<file path="config.mk">
export PLATFORM = sky130hd
export DESIGN_NAME = csa_bist_ctrl
export DESIGN_NICKNAME = d
export VERILOG_FILES = /design/src/rtl/csa_bist_pkg.sv /design/src/rtl/csa_reconfig_map.sv /design/src/rtl/csa_bist_ctrl.sv
export SDC_FILE = /design/constraint.sdc
export NUM_CORES = 1
export LEC_CHECK = 0
export ABC_AREA = 1
export CAP_MARGIN = 20
export CORE_MARGIN = 10
export CORE_UTILIZATION = 35
export DETAILED_ROUTE_END_ITERATION = 12
export GPL_TIMING_DRIVEN = 0
export PLACE_DENSITY = 0.66
export SYNTH_ARGS = -nofsm -noshare
export SYNTH_HDL_FRONTEND = slang
export SYNTH_SLANG_ARGS = --single-unit
</file>
<file path="constraint.sdc">
create_clock -name clk -period 1.7 [get_ports clk]
set_input_delay 0.51 -clock clk [delete_from_list [all_inputs] [get_ports clk]]
set_output_delay 0.51 -clock clk [all_outputs]
set_load 0.01 [all_outputs]
</file>
<file path="src/rtl/csa_bist_pkg.sv">
// Shared types, constants and the golden cell model for the conditional-sum
// adder self-test and reconfiguration controller.
package csa_bist_pkg;

    typedef enum logic [2:0] {
        ST_IDLE   = 3'd0,
        ST_APPLY  = 3'd1,
        ST_WAIT   = 3'd2,
        ST_CHECK  = 3'd3,
        ST_DECIDE = 3'd4
    } bist_state_e;

    localparam int NUM_CELLS = 5;   // observable physical cells 0..4
    localparam int NUM_POS   = 4;   // logical positions L0..L3
    localparam int CELL_W    = 6;   // response width of one cell

    // Fault-free mapping: logical 0,1,2,3 -> physical cells 0,1,2,4
    localparam logic [2:0] DEFAULT_IS0 = 3'b000;
    localparam logic [2:0] DEFAULT_IS1 = 3'b000;
    localparam logic [3:0] DEFAULT_SS0 = 4'b1000;
    localparam logic [3:0] DEFAULT_SS1 = 4'b0000;

    // Legal physical cells for each logical position form a contiguous range
    localparam int LEGAL_LO [NUM_POS] = '{0, 1, 2, 4};
    localparam int LEGAL_HI [NUM_POS] = '{2, 3, 4, 5};

    // Expected test-mode response of one conditional-sum cell, pattern {x1,y1,x0,y0}
    function automatic logic [5:0] golden_csc(input logic [3:0] pat);
        logic x1, y1, x0, y0;
        logic a1, a0, p1, p0;
        logic b1, b0, q1, q0;
        logic c11, c10, s11, s10;
        {x1, y1, x0, y0} = pat;
        a1 = x0 ^ y0;
        a0 = ~(x0 | y0);
        p1 = ~(x0 ^ y0);
        p0 = x0 ^ y0;
        b1 = x1 ^ y1;
        b0 = ~(x1 | y1);
        q1 = ~(x1 ^ y1);
        q0 = x1 ^ y1;
        {c11, s11} = a1 ? {b1, q1} : {b0, q0};
        {c10, s10} = a0 ? {b1, q1} : {b0, q0};
        return {c11, c10, s11, s10, p1, p0};
    endfunction

endpackage

</file>
<file path="src/rtl/csa_reconfig_map.sv">
// Combinational fault map -> adder select controls. Each logical position is
// placed greedily on the lowest healthy legal cell above the previous one.
module csa_reconfig_map
    import csa_bist_pkg::*;
(
    input  logic [4:0] fault_map,
    output logic [2:0] is0,
    output logic [2:0] is1,
    output logic [3:0] ss0,
    output logic [3:0] ss1,
    output logic       uncorrectable
);

    // Cell 5 cannot be observed, so it is always treated as healthy
    logic [5:0] healthy;
    int         host [NUM_POS];
    genvar      gi;

    assign healthy = {1'b1, ~fault_map};

    // Greedy placement of logical positions onto physical cells
    always_comb begin : greedy_place
        int   prev;
        logic found;
        prev          = -1;
        found         = 1'b0;
        uncorrectable = 1'b0;
        for (int k = 0; k < NUM_POS; k++) begin
            host[k] = prev;
            found   = 1'b0;
            for (int c = 0; c < 6; c++) begin
                if (!found && c >= LEGAL_LO[k] && c <= LEGAL_HI[k] &&
                    c > prev && healthy[3'(c)]) begin
                    host[k] = c;
                    found   = 1'b1;
                end
            end
            if (!found) begin
                uncorrectable = 1'b1;
            end else begin
                prev = host[k];
            end
        end
    end

    // Input steering: a cell hosting a lower logical position takes its operands
    assign is0 = {host[2] == 4, (host[1] == 2) || (host[1] == 3), (host[0] == 1) || (host[0] == 2)};
    assign is1 = {host[2] == 4, host[1] == 3, host[0] == 2};

    // Output steering: shift by one sets ss0[k]; shift by two sets ss1[k] and ss0[k+1]
    generate
        for (gi = 0; gi < NUM_POS; gi++) begin : g_ss
            if (gi == 0) begin : g_first
                assign ss0[gi] = (host[gi] == gi + 1);
            end else begin : g_rest
                assign ss0[gi] = (host[gi] == gi + 1) || (host[gi-1] == gi + 1);
            end
            assign ss1[gi] = (host[gi] == gi + 2);
        end
    endgenerate

endmodule

</file>
<file path="src/rtl/csa_bist_ctrl.sv">
// Self-test sequencer: applies every 4-bit pattern to cells 0..4, accumulates a
// fault map and, when repairable, registers a new adder configuration.
module csa_bist_ctrl
    import csa_bist_pkg::*;
#(
    parameter int SETTLE_CYCLES = 1,
    parameter int NUM_VEC       = 16
) (
    input  logic        clk,
    input  logic        rst_n,
    input  logic        start,
    input  logic [29:0] actual_output,
    output logic        test,
    output logic [3:0]  test_data,
    output logic [2:0]  is0,
    output logic [2:0]  is1,
    output logic [3:0]  ss0,
    output logic [3:0]  ss1,
    output logic        busy,
    output logic        done,
    output logic [4:0]  fault_map,
    output logic        uncorrectable
);

    bist_state_e state_reg, state_next;
    logic [3:0]  vec_reg, vec_next;
    logic [2:0]  settle_reg, settle_next;
    logic [4:0]  fault_work_reg, fault_work_next;
    logic [4:0]  fault_map_reg, fault_map_next;
    logic        unc_reg, unc_next;
    logic [2:0]  is0_reg, is0_next, is1_reg, is1_next;
    logic [3:0]  ss0_reg, ss0_next, ss1_reg, ss1_next;

    logic [5:0]  golden_now;
    logic [4:0]  mismatch;
    logic [2:0]  map_is0, map_is1;
    logic [3:0]  map_ss0, map_ss1;
    logic        map_unc;
    genvar       gi;

    assign golden_now = golden_csc(vec_reg);

    // One comparator per observable cell against the golden response
    generate
        for (gi = 0; gi < NUM_CELLS; gi++) begin : g_cmp
            assign mismatch[gi] = (actual_output[CELL_W*gi +: CELL_W] != golden_now);
        end
    endgenerate

    csa_reconfig_map u_map (
        .fault_map     (fault_work_reg),
        .is0           (map_is0),
        .is1           (map_is1),
        .ss0           (map_ss0),
        .ss1           (map_ss1),
        .uncorrectable (map_unc)
    );

    // State and result registers; reset also restores the fault-free config
    always_ff @(posedge clk) begin
        if (!rst_n) begin
            state_reg      <= ST_IDLE;
            vec_reg        <= 4'd0;
            settle_reg     <= 3'd0;
            fault_work_reg <= 5'd0;
            fault_map_reg  <= 5'd0;
            unc_reg        <= 1'b0;
            is0_reg        <= DEFAULT_IS0;
            is1_reg        <= DEFAULT_IS1;
            ss0_reg        <= DEFAULT_SS0;
            ss1_reg        <= DEFAULT_SS1;
        end else begin
            state_reg      <= state_next;
            vec_reg        <= vec_next;
            settle_reg     <= settle_next;
            fault_work_reg <= fault_work_next;
            fault_map_reg  <= fault_map_next;
            unc_reg        <= unc_next;
            is0_reg        <= is0_next;
            is1_reg        <= is1_next;
            ss0_reg        <= ss0_next;
            ss1_reg        <= ss1_next;
        end
    end

    // Next-state sequencing and state-decoded outputs
    always_comb begin
        state_next      = state_reg;
        vec_next        = vec_reg;
        settle_next     = settle_reg;
        fault_work_next = fault_work_reg;
        fault_map_next  = fault_map_reg;
        unc_next        = unc_reg;
        is0_next        = is0_reg;
        is1_next        = is1_reg;
        ss0_next        = ss0_reg;
        ss1_next        = ss1_reg;
        test            = 1'b0;
        test_data       = 4'd0;
        done            = 1'b0;
        busy            = (state_reg != ST_IDLE);
        case (state_reg)
            ST_IDLE: begin
                if (start) begin
                    state_next      = ST_APPLY;
                    vec_next        = 4'd0;
                    fault_work_next = 5'd0;
                end
            end
            ST_APPLY: begin
                test        = 1'b1;
                test_data   = vec_reg;
                settle_next = 3'd1;
                state_next  = (SETTLE_CYCLES == 1) ? ST_CHECK : ST_WAIT;
            end
            ST_WAIT: begin
                test      = 1'b1;
                test_data = vec_reg;
                if (settle_reg == 3'(SETTLE_CYCLES - 1)) begin
                    state_next = ST_CHECK;
                end else begin
                    settle_next = settle_reg + 3'd1;
                end
            end
            ST_CHECK: begin
                test            = 1'b1;
                test_data       = vec_reg;
                fault_work_next = fault_work_reg | mismatch;
                if (vec_reg == 4'(NUM_VEC - 1)) begin
                    state_next = ST_DECIDE;
                end else begin
                    vec_next   = vec_reg + 4'd1;
                    state_next = ST_APPLY;
                end
            end
            ST_DECIDE: begin
                done           = 1'b1;
                fault_map_next = fault_work_reg;
                unc_next       = map_unc;
                if (!map_unc) begin
                    is0_next = map_is0;
                    is1_next = map_is1;
                    ss0_next = map_ss0;
                    ss1_next = map_ss1;
                end
                state_next = ST_IDLE;
            end
            default: begin
                state_next = ST_IDLE;
            end
        endcase
    end

    assign fault_map     = fault_map_reg;
    assign uncorrectable = unc_reg;
    assign is0           = is0_reg;
    assign is1           = is1_reg;
    assign ss0           = ss0_reg;
    assign ss1           = ss1_reg;

endmodule

</file>
Word-level counts from Yosys, hierarchy flattened:

Cells that the tools add are included.

* register bits after elaboration: 21
* logic and storage cells: 56
* output and inout port bits: 27
* bits of input ports: 33

* bitwise logic cells: 8
* reduce and logical (&&, ||, !) cells: 10
* $add $sub $neg: 2
* muxes and demuxes: 16
* equal/unequal tests: 14

Operators by type and width (count)
* 6-bit inequality test: 5
* 3-bit two-way mux: 4
* 4-bit two-way mux: 3
* 3-bit one-hot mux with 4 select lines: 1
* 5-bit one-hot mux with 2 select lines: 1
* 2-bit inequality test, second input constant: 4
* 4-bit one-hot mux with 2 select lines: 1
* 3-bit by 2-bit == test with 1-bit output, second input constant: 2
* 3-bit logical NOT: 2
* 3-bit one-hot mux with 2 select lines: 1
* 2-bit AND reduction: 3
* 5-bit two-way mux: 1
* 5-bit bitwise OR: 1
* 4-bit by 1-bit adder with 4-bit output, second input constant: 1
* 4-bit == test, second input constant: 1
* 2-bit two-way mux: 2
* 2-bit nonzero test: 2
* 3-bit by 1-bit adder with 3-bit output, second input constant: 1
* 3-bit by 1-bit == test with 1-bit output, second input constant: 1
* 3-bit == test, second input constant: 1
* 1-bit inverter: 3
* 3-bit AND reduction: 1
* 3-bit nonzero test: 1
* 3-bit OR reduction: 1
* 3 further kinds: 6

Logic depth before layout (Yosys ltp):

* depth after elaboration: 6
* mapped depth: 12

Hierarchy:

A second synthesis with hierarchy kept.

* cells, all modules: 310
* area total of the unflattened synthesis: 2031.9 um^2

Modules (own cells, without submodules)
* csa_bist_ctrl: times used 1, cells each 287, area each 1896.8 um^2
* csa_reconfig_map: times used 1, cells each 23, area each 135.1 um^2

Worst setup path after synthesis:

OpenSTA, ideal clock, no wires.

* path type: register to register
* start point: register vec_reg[0]
* end point: register fault_work_reg[2]
* arrival time: 1.420 ns
* required time: 1.588 ns
* path slack: 0.168 ns
* stages on the path, launching flop included: 12
* clock period less this slack: 1.532 ns
* path through: dfxtp_1 inv_1 ha_1 buf_6 nand2_2 nand2_4 nand2_1 nand2_1 nor2_2 nand3_1 nand2_1 nand2_1

* cells in the longest elaborated chain, start to end: 5
* elaborated cells on any way between the ends: 8

RTL lines
* start, declared: RTL line csa_bist_ctrl.sv:26 `logic [3:0] vec_reg, vec_next;`
* start signal, assigned: RTL line csa_bist_ctrl.sv:74 `vec_reg <= vec_next;`
* 1-bit bitwise OR / 1-bit XOR (equally long branches)
* 2-bit two-way mux (tied with other cells): RTL line csa_bist_pkg.sv:43 `{c10, s10} = a0 ? {b1, q1} : {b0, q0};`
* 6-bit inequality test (*): RTL line csa_bist_ctrl.sv:46 `assign mismatch[gi] = (actual_output[CELL_W*gi +: CELL_W] != golden_now);`
* 5-bit bitwise OR (*): RTL line csa_bist_ctrl.sv:128 `fault_work_next = fault_work_reg | mismatch;`
* 5-bit one-hot mux with 2 select lines (*): RTL line csa_bist_ctrl.sv:102 `case (state_reg)`
* end signal, assigned: RTL line csa_bist_ctrl.sv:76 `fault_work_reg <= fault_work_next;`
* end, declared: RTL line csa_bist_ctrl.sv:28 `logic [4:0] fault_work_reg, fault_work_next;`

Every way passes the cells marked *; elsewhere a longest branch is shown, timed or not.
A chain may end at the register's enable or synchronous reset.

Worst setup path in the final report:

* start point: register fault_map_reg[4] (netlist: fault_map[4])
* end point: output fault_map[4]

RTL lines
* start, declared: RTL line csa_bist_ctrl.sv:29 `logic [4:0] fault_map_reg, fault_map_next;`
* start signal, assigned: RTL line csa_bist_ctrl.sv:77 `fault_map_reg <= fault_map_next;`
* end, declared: RTL line csa_bist_ctrl.sv:21 `output logic [4:0] fault_map,`

No word-level cell between the ends.

==> summary.txt <==
Critical path
  • Worst path cell trace: clkdlybuf4s50_1
  • Crit path max fanout: 2
  • CP bufs+invs: 1
  • Startpoint types: flop
  • CP max stage cell: clkdlybuf4s50_1
  • Reg2reg setup slack: around 140 ps
  • Worst r2r src: vec_reg[1]$_SDFFE_PN0P_
  • Critical Path RT: approximately 1200 ps
  • Largest stage delay on the critical path: about 540 ps
  • Setup crit start: fault_map[4]$_SDFFE_PN0P_
  • Endpoint class of the critical path: primary output
  • CP top delay family: buffers and inverters
  • Crit. path cell count: 1
  • R2r worst-path depth: 12
  • Crit path DAT: around 1100 ps
  • WS Path Type: flop to primary output
  • Crit path to: fault_map[4]
  • Reg-to-Reg End: fault_work_reg[0]$_SDFFE_PN0P_

Worst hold path
  • Hold Crit Start: fault_work_reg[2]$_SDFFE_PN0P_
  • Hold Crit Class: flop to flop

Final layout
  • Final net count: between 300 and 400
  • P&R area growth vs syn: 43.7%
  • Layout cells sized above 1: 0.178
  • # diodes: 0
  • Utilization after layout: 0.523

Clock tree
  • Clock sink count: 21
  • Max Buffers Root-to-Sink: 2
  • Cts hold-fix bufs: 0
  • CTS tree: done
  • TritonCTS Buffers: 3
  • Worst-skew pair later-pin latency: 260 ps
  • H-tree depth: 1
  • Clock Pin Slew Worst Setup and Hold Paths: approximately 80 ps
  • CTS Root Buffer Type: clkbuf_8

Logic synthesis
  • Largest area contributor in the netlist: dfxtp_1
  • Avg Inst Size Synth: a little over 6 um2
  • Synth Register Bits: 21
  • Count of cell types in the netlist: 23
  • Sequential share of the synthesized area: 0.263
  • Synth Cell Area: around 1600 um2
  • Yosys warns: 0
  • Top cells by area, synth: dfxtp_1 26%, nand2_1 16%, inv_1 8.7%, nor2_1 8.5%, nand3_1 7.2%
  • Syn Inst Count: 259
  • Synth top area share: 0.263

Global route
  • Largest net degree at the start of global routing: 14
  • Vias in the first global route: about 1500
  • GR Overflow Total: 0
  • Initial antenna violation count: 0
  • First-pass GRT wire length: between 6000 and 7000 um
  • Tot GR Track Use: 0.105

Placed design
  • Placer Congestion: just over 0.8
  • Port Buffers: 45
  • Placement Setup Slack: -211 ps
  • DP Wirelength: around 3400 um

Detailed routing
  • Drt first pass iters: 4
  • Initial DRC count: 64
  • Average wire per standard cell: approximately 11 um
  • DR vias/cell: 4.37
  • Via count: 1649
  • Remaining antenna violation count: 0
  • WL final: 4140 um
  • # DRC: 0

Pwr
  • Comb pwr share: 0.317
  • Sw frac: 0.314
  • Sw power: around 400 uW
  • Max rail drop VDD: roughly 0.3 mV
  • Pwr Density: between 500 and 600 nW/um2
  • Pint: 874 uW
  • LEAKAGE: 1.21 nW
  • Flop pwr share: 0.418
  • Clock Power Share: 0.264

Die
  • Die ar.: ~7700 um2
  • Std cell rows: 24
  • Initial core utilization: 0.364
  • Core area: between 4000 and 5000 um2
  • DIE WIDTH: slightly below 90 um
  • Die Span Y: 87.5 um
  • IO Pins: 60

Timing
  • Unrepaired setup endpoints after global routing: true
  • Setup violators final: 0
  • Hold slack: ~460 ps
  • Final period util: 0.966
  • Fin. max-slew vios: 0
  • Max Clk Rate: 0.609 GHz
  • Final Hold Vio Count: 0
  • Worst Setup Slack, final: 58.3 ps
  • Final min period: about 1600 ps
  • Clock skew: approximately 6.2 ps

Job
  • Max-Cap Viols: 0

Outcome
  • Run status: completed
-- worst min-delay path by stage --
stage	cells past startpoint	endpoint
floorplan	2	fault_work_reg[0]$_SDFFE_PN0P_
global placement	2	fault_work_reg[1]$_SDFFE_PN0P_
detailed placement	2	fault_work_reg[4]$_SDFFE_PN0P_
CTS	1	vec_reg[0]$_SDFFE_PN0P_
global route	2	fault_work_reg[2]$_SDFFE_PN0P_
finish	2	fault_work_reg[2]$_SDFFE_PN0P_
-- stage by stage --
| stage | std cells | TNS [ps] | power, mW | instance area (um2) |
|---|---|---|---|---|
| floorplan | 271 | 0 | 0.785 | 1640 |
| global placement | 368 | -1080 | 0.921 | 2160 |
| detailed placement | 368 | -1230 | 0.930 | 2160 |
| CTS | 372 | -421 | 1.27 | 2230 |
| global route | 377 | -3.35 | 1.36 | 2290 |
| finish | 377 | 0 | 1.27 | 2290 |
-- repair_timing --
| item | in CTS | in global routing |
|---|---|---|
| setup endpoints to repair | 12 | 14 |
| resized for setup | 26 | 24 |
| setup buffers | 0 | 4 |
| pin swaps | 0 | 2 |
| cloned | 0 | 1 |
-- placed cells by master, fill, tap and decap left out, types with 9 or more instances in the layout --
cell	n
a21oi_1	11
buf_4	18
clkdlybuf4s50_1	36
conb_1	14
dfxtp_1	14
inv_1	34
nand2_1	67
nand3_1	23
nor2_1	35
o21ai_0	9
-- power groups by stage --
stage               combinational [mW]  sequential, mW  clock [mW]
floorplan                        0.246           0.539           0
global placement                 0.379           0.542           0
detailed placement               0.387           0.543           0
CTS                              0.385           0.534       0.348
global route                     0.459           0.536       0.368
finish                           0.404           0.533       0.336
-- synth_stat cells --
master,instances
a21oi_1,11
buf_4,15
buf_6,1
clkbuf_1,1
conb_1,2
dfxtp_1,21
ha_1,6
inv_1,37
inv_4,1
nand2_1,67
nand2_2,6
nand2_4,2
nand3_1,23
nand3b_1,7
nor2_1,36
nor2_2,2
nor2_4,1
nor3_1,2
nor3_2,1
o21ai_0,10
o21ai_1,1
xnor2_1,5
xor2_1,1
-- logic make-up after synthesis --
| logic type | Yosys count | share of synthesized area |
|---|---|---|
| simple gates | 147 | 0.412 |
| buf+inv | 55 | 0.171 |
| compound gates | 22 | 0.0690 |
| flops | 21 | 0.263 |
| xor+xnor | 6 | 0.0329 |
| fa+ha+maj | 6 | 0.0470 |
| other cells | 2 | 0.00470 |
-- layer usage --
layer | share of wire | wire [um] | track usage | vias up
met1 | 0.45 | 1860 | 0.121 | 703
met5 | 0 | 0 | 0 | -
met2 | 0.49 | 2040 | 0.186 | 38
li1 | - | - | - | 906
met4 | 0.0060 | 25 | 0.0174 | 0
met3 | 0.050 | 209 | 0.0325 | 2
-- area by class of cell --
type,count,area [um2]
plain buffers,17,131
clock buffers,3,41.3
clock inverters,1,7.51
fillers,450,2090
inverters,38,145
multi-input cells,195,1000
flip-flops and latches,21,434
well taps,52,65.1
repair buffers,50,465
Power figures use the tool's default switching activity.
==> patch: new RTL, config.mk and constraints unchanged <==
Register the output `fault_map` once more, cleared by the reset; this adds one clock of latency there. The other outputs are not delayed to match.
--- a/src/rtl/csa_bist_ctrl.sv
+++ b/src/rtl/csa_bist_ctrl.sv
@@ -21,6 +21,8 @@
     output logic [4:0]  fault_map,
     output logic        uncorrectable
 );
+
+    logic [4:0] fault_map_d;
 
     bist_state_e state_reg, state_next;
     logic [3:0]  vec_reg, vec_next;
@@ -151,12 +153,20 @@
         endcase
     end
 
-    assign fault_map     = fault_map_reg;
+    assign fault_map_d   = fault_map_reg;
     assign uncorrectable = unc_reg;
     assign is0           = is0_reg;
     assign is1           = is1_reg;
     assign ss0           = ss0_reg;
     assign ss1           = ss1_reg;
 
+    always_ff @(posedge clk) begin
+        if (!rst_n) begin
+            fault_map <= '0;
+        end else begin
+            fault_map <= fault_map_d;
+        end
+    end
+
 endmodule
 
Formal check against the unedited RTL: no difference found for any inputs over 10 cycles, from zero or initial values and one cycle with rst_n low; that may be too few to reach the edited logic, so the function may still have changed.
==> patch against the original RTL <==
Cell area increased by 11%. Combinational power decreased by 3%. Total power increased by 21%. Synthesized area increased by 11%. Sequential cell count increased by 5. Worst setup slack got worse by 0.0085 ns. Routed wire length increased by 11%. Largest cell class unchanged. Cell count increased by 10%. Via count increased by 8.1%.
==> patch: results (changes against the original RTL) <==
Worst setup path
  • Maximum fanout along the worst path: 2 (unchanged)
  • CP delay by family, top: buffers and inverters
  • Slowest cell on the critical path: clkdlybuf4s50_1
  • Largest stage delay, worst path: 0.54 ns (about the same)

Logic synthesis
  • Yosys warns: 0 (unchanged)
  • Netlist cell types: 27 (+17%)
  • Register area share after synthesis: 29.3% (+2.9 points)
  • Post-synth EDFFs: 0 (unchanged)
  • Synth area leaders: dfxtp_1 (29%), nand2_1 (16%), inv_1 (8.9%)
  • Synth cell count leaders: nand2_1 (74), inv_1 (42), nor2_1 (37), dfxtp_1 (26), nand3_1 (25)
  • Post-synth ARST share: 0% (unchanged)
  • Syn_area_per_cell: 6.30 um2 (+2.3%)
  • Dominant synthesized flop cell: dfxtp_1

STA
  • Final period util: 97.1% (+0.50 points)
  • Worst Skew: 0.00446 ns (-0.00175 ns)
  • Final Hold Vio Count: 0 (unchanged)

Clocking
  • Reg clk slew, reported paths: 0.09 ns
  • CTS Buffer Depth: 2 (unchanged)
  • H-tree depth: 1 (unchanged)
  • Clk_lat worst skew: 0.27 ns
  • Root Driver: clkbuf_8
  • Number of CTS-inserted buffers: 3 (unchanged)

Placement
  • GPL Wtd Cong: 0.846 (+4.4%)
  • Pre-CTS setup slack: -0.242 ns (-0.0311 ns)
  • Placed cell count: 406 (+10%)
  • Input/output buffers: 45 (unchanged)
  • DP HPWL: 3.59 mm (+4.3%)

Outcome
  • Status: finished clean

Hold path
  • Hold Crit Class: reg2reg

Pwr
  • IR drop worst, VDD: 0.000489 V (+64%)
  • Static leakage: 1.29 nW (+6.7%)
  • Power Density: 603 nW/um2 (+8.6%)

Global route
  • First-pass GRT wire length: 7.36 mm (+9.2%)
  • Largest net degree at the start of global routing: 16 (+2)
  • Vias in the first global route: 1637 (+8.8%)
  • Initial antenna violation count: 0 (unchanged)
  • Tot GR Track Use: 10.4% (-0.081 points)

Drt
  • DRT Pass-1 Iters: 4 (unchanged)
  • First DRT Iteration DRCs: 97 (+52%)
  • Post-Route WL: 4.60 mm (+11%)
  • Vias/cell: 4.29 (-1.8%)

Finish
  • Share of cells above drive strength 1: 21.0% (+3.1 points)
  • Fin cells: 415 (+10%)
  • Antenna Cells: 0 (unchanged)
  • Nets: 388 (+6.3%)
-- patch: cell count changes after synthesis, sizes merged, moves of 3 or more --
cell / before / now
o21ai: 11 / 8
nand3: 23 / 27
dfxtp: 21 / 26
nand3b: 7 / 2
a21oi: 11 / 16
nand2: 75 / 79
inv: 38 / 44
-- patch: final timing paths --
check,startpoint,slack [ns],cells past startpoint,endpoint
worst max-delay path,uncorrectable,0.05,1,uncorrectable
worst min register to register,fault_map_d[3],0.43,2,fault_map[3]
worst min-delay path,fault_map_d[3],0.43,2,fault_map[3]
worst max register to register,vec_reg[2],0.11,10,fault_work_reg[1]
-- patch: cell type report --
cell class	instances	area (um2)
clock inverter	1	30.0
tap	67	83.8
inverter	45	176
fill	495	2260
multi-input combinational	205	1070
timing repair buffer	49	455
buffer	19	153
sequential	26	542
clock buffer	3	41.3
-- patch: through the flow --
stage | area (um2) | hold slack [ns] | util, % | power, mW
CTS | 2440 | 0.428 | 50.7 | 1.54
floorplan | 1820 | 0.404 | - | 0.891
finish | 2550 | 0.425 | 53.0 | 1.54
global placement | 2360 | 0.416 | 48.9 | 1.03
detailed placement | 2360 | 0.414 | 48.9 | 1.03
global route | 2550 | 0.451 | 53.0 | 1.64
-- patch: kinds of logic after synthesis --
group                    synth area share (%)
AO/OA/AOI/OAI                            7.39
XOR/XNOR                                 3.45
adder cells (fa/ha/maj)                  4.22
buffers and inverters                    17.3
flip-flops                               29.3
other                                   0.422
AND/OR/NAND/NOR                          37.9
-- patch: power breakdown --
group	switching [mW]	total [mW]	internal, mW
clock network	0.195	0.510	0.315
logic	0.202	0.390	0.188
registers	0.0158	0.639	0.623
-- patch: repair_timing --
action	CTS	global route
pin swaps	2	8
cloned	0	1
gates resized for setup	34	32
setup endpoints to repair	12	12
buffers inserted	1	3
-- patch: layer usage --
layer / GRT usage, % / up-vias / part of all wire [%]
li1: - / 972 / -
met1: 12.3 / 768 / 45
met2: 17.3 / 36 / 48
met3: 3.70 / 6 / 5.5
met4: 2.87 / 0 / 1.4
met5: 0 / - / 0
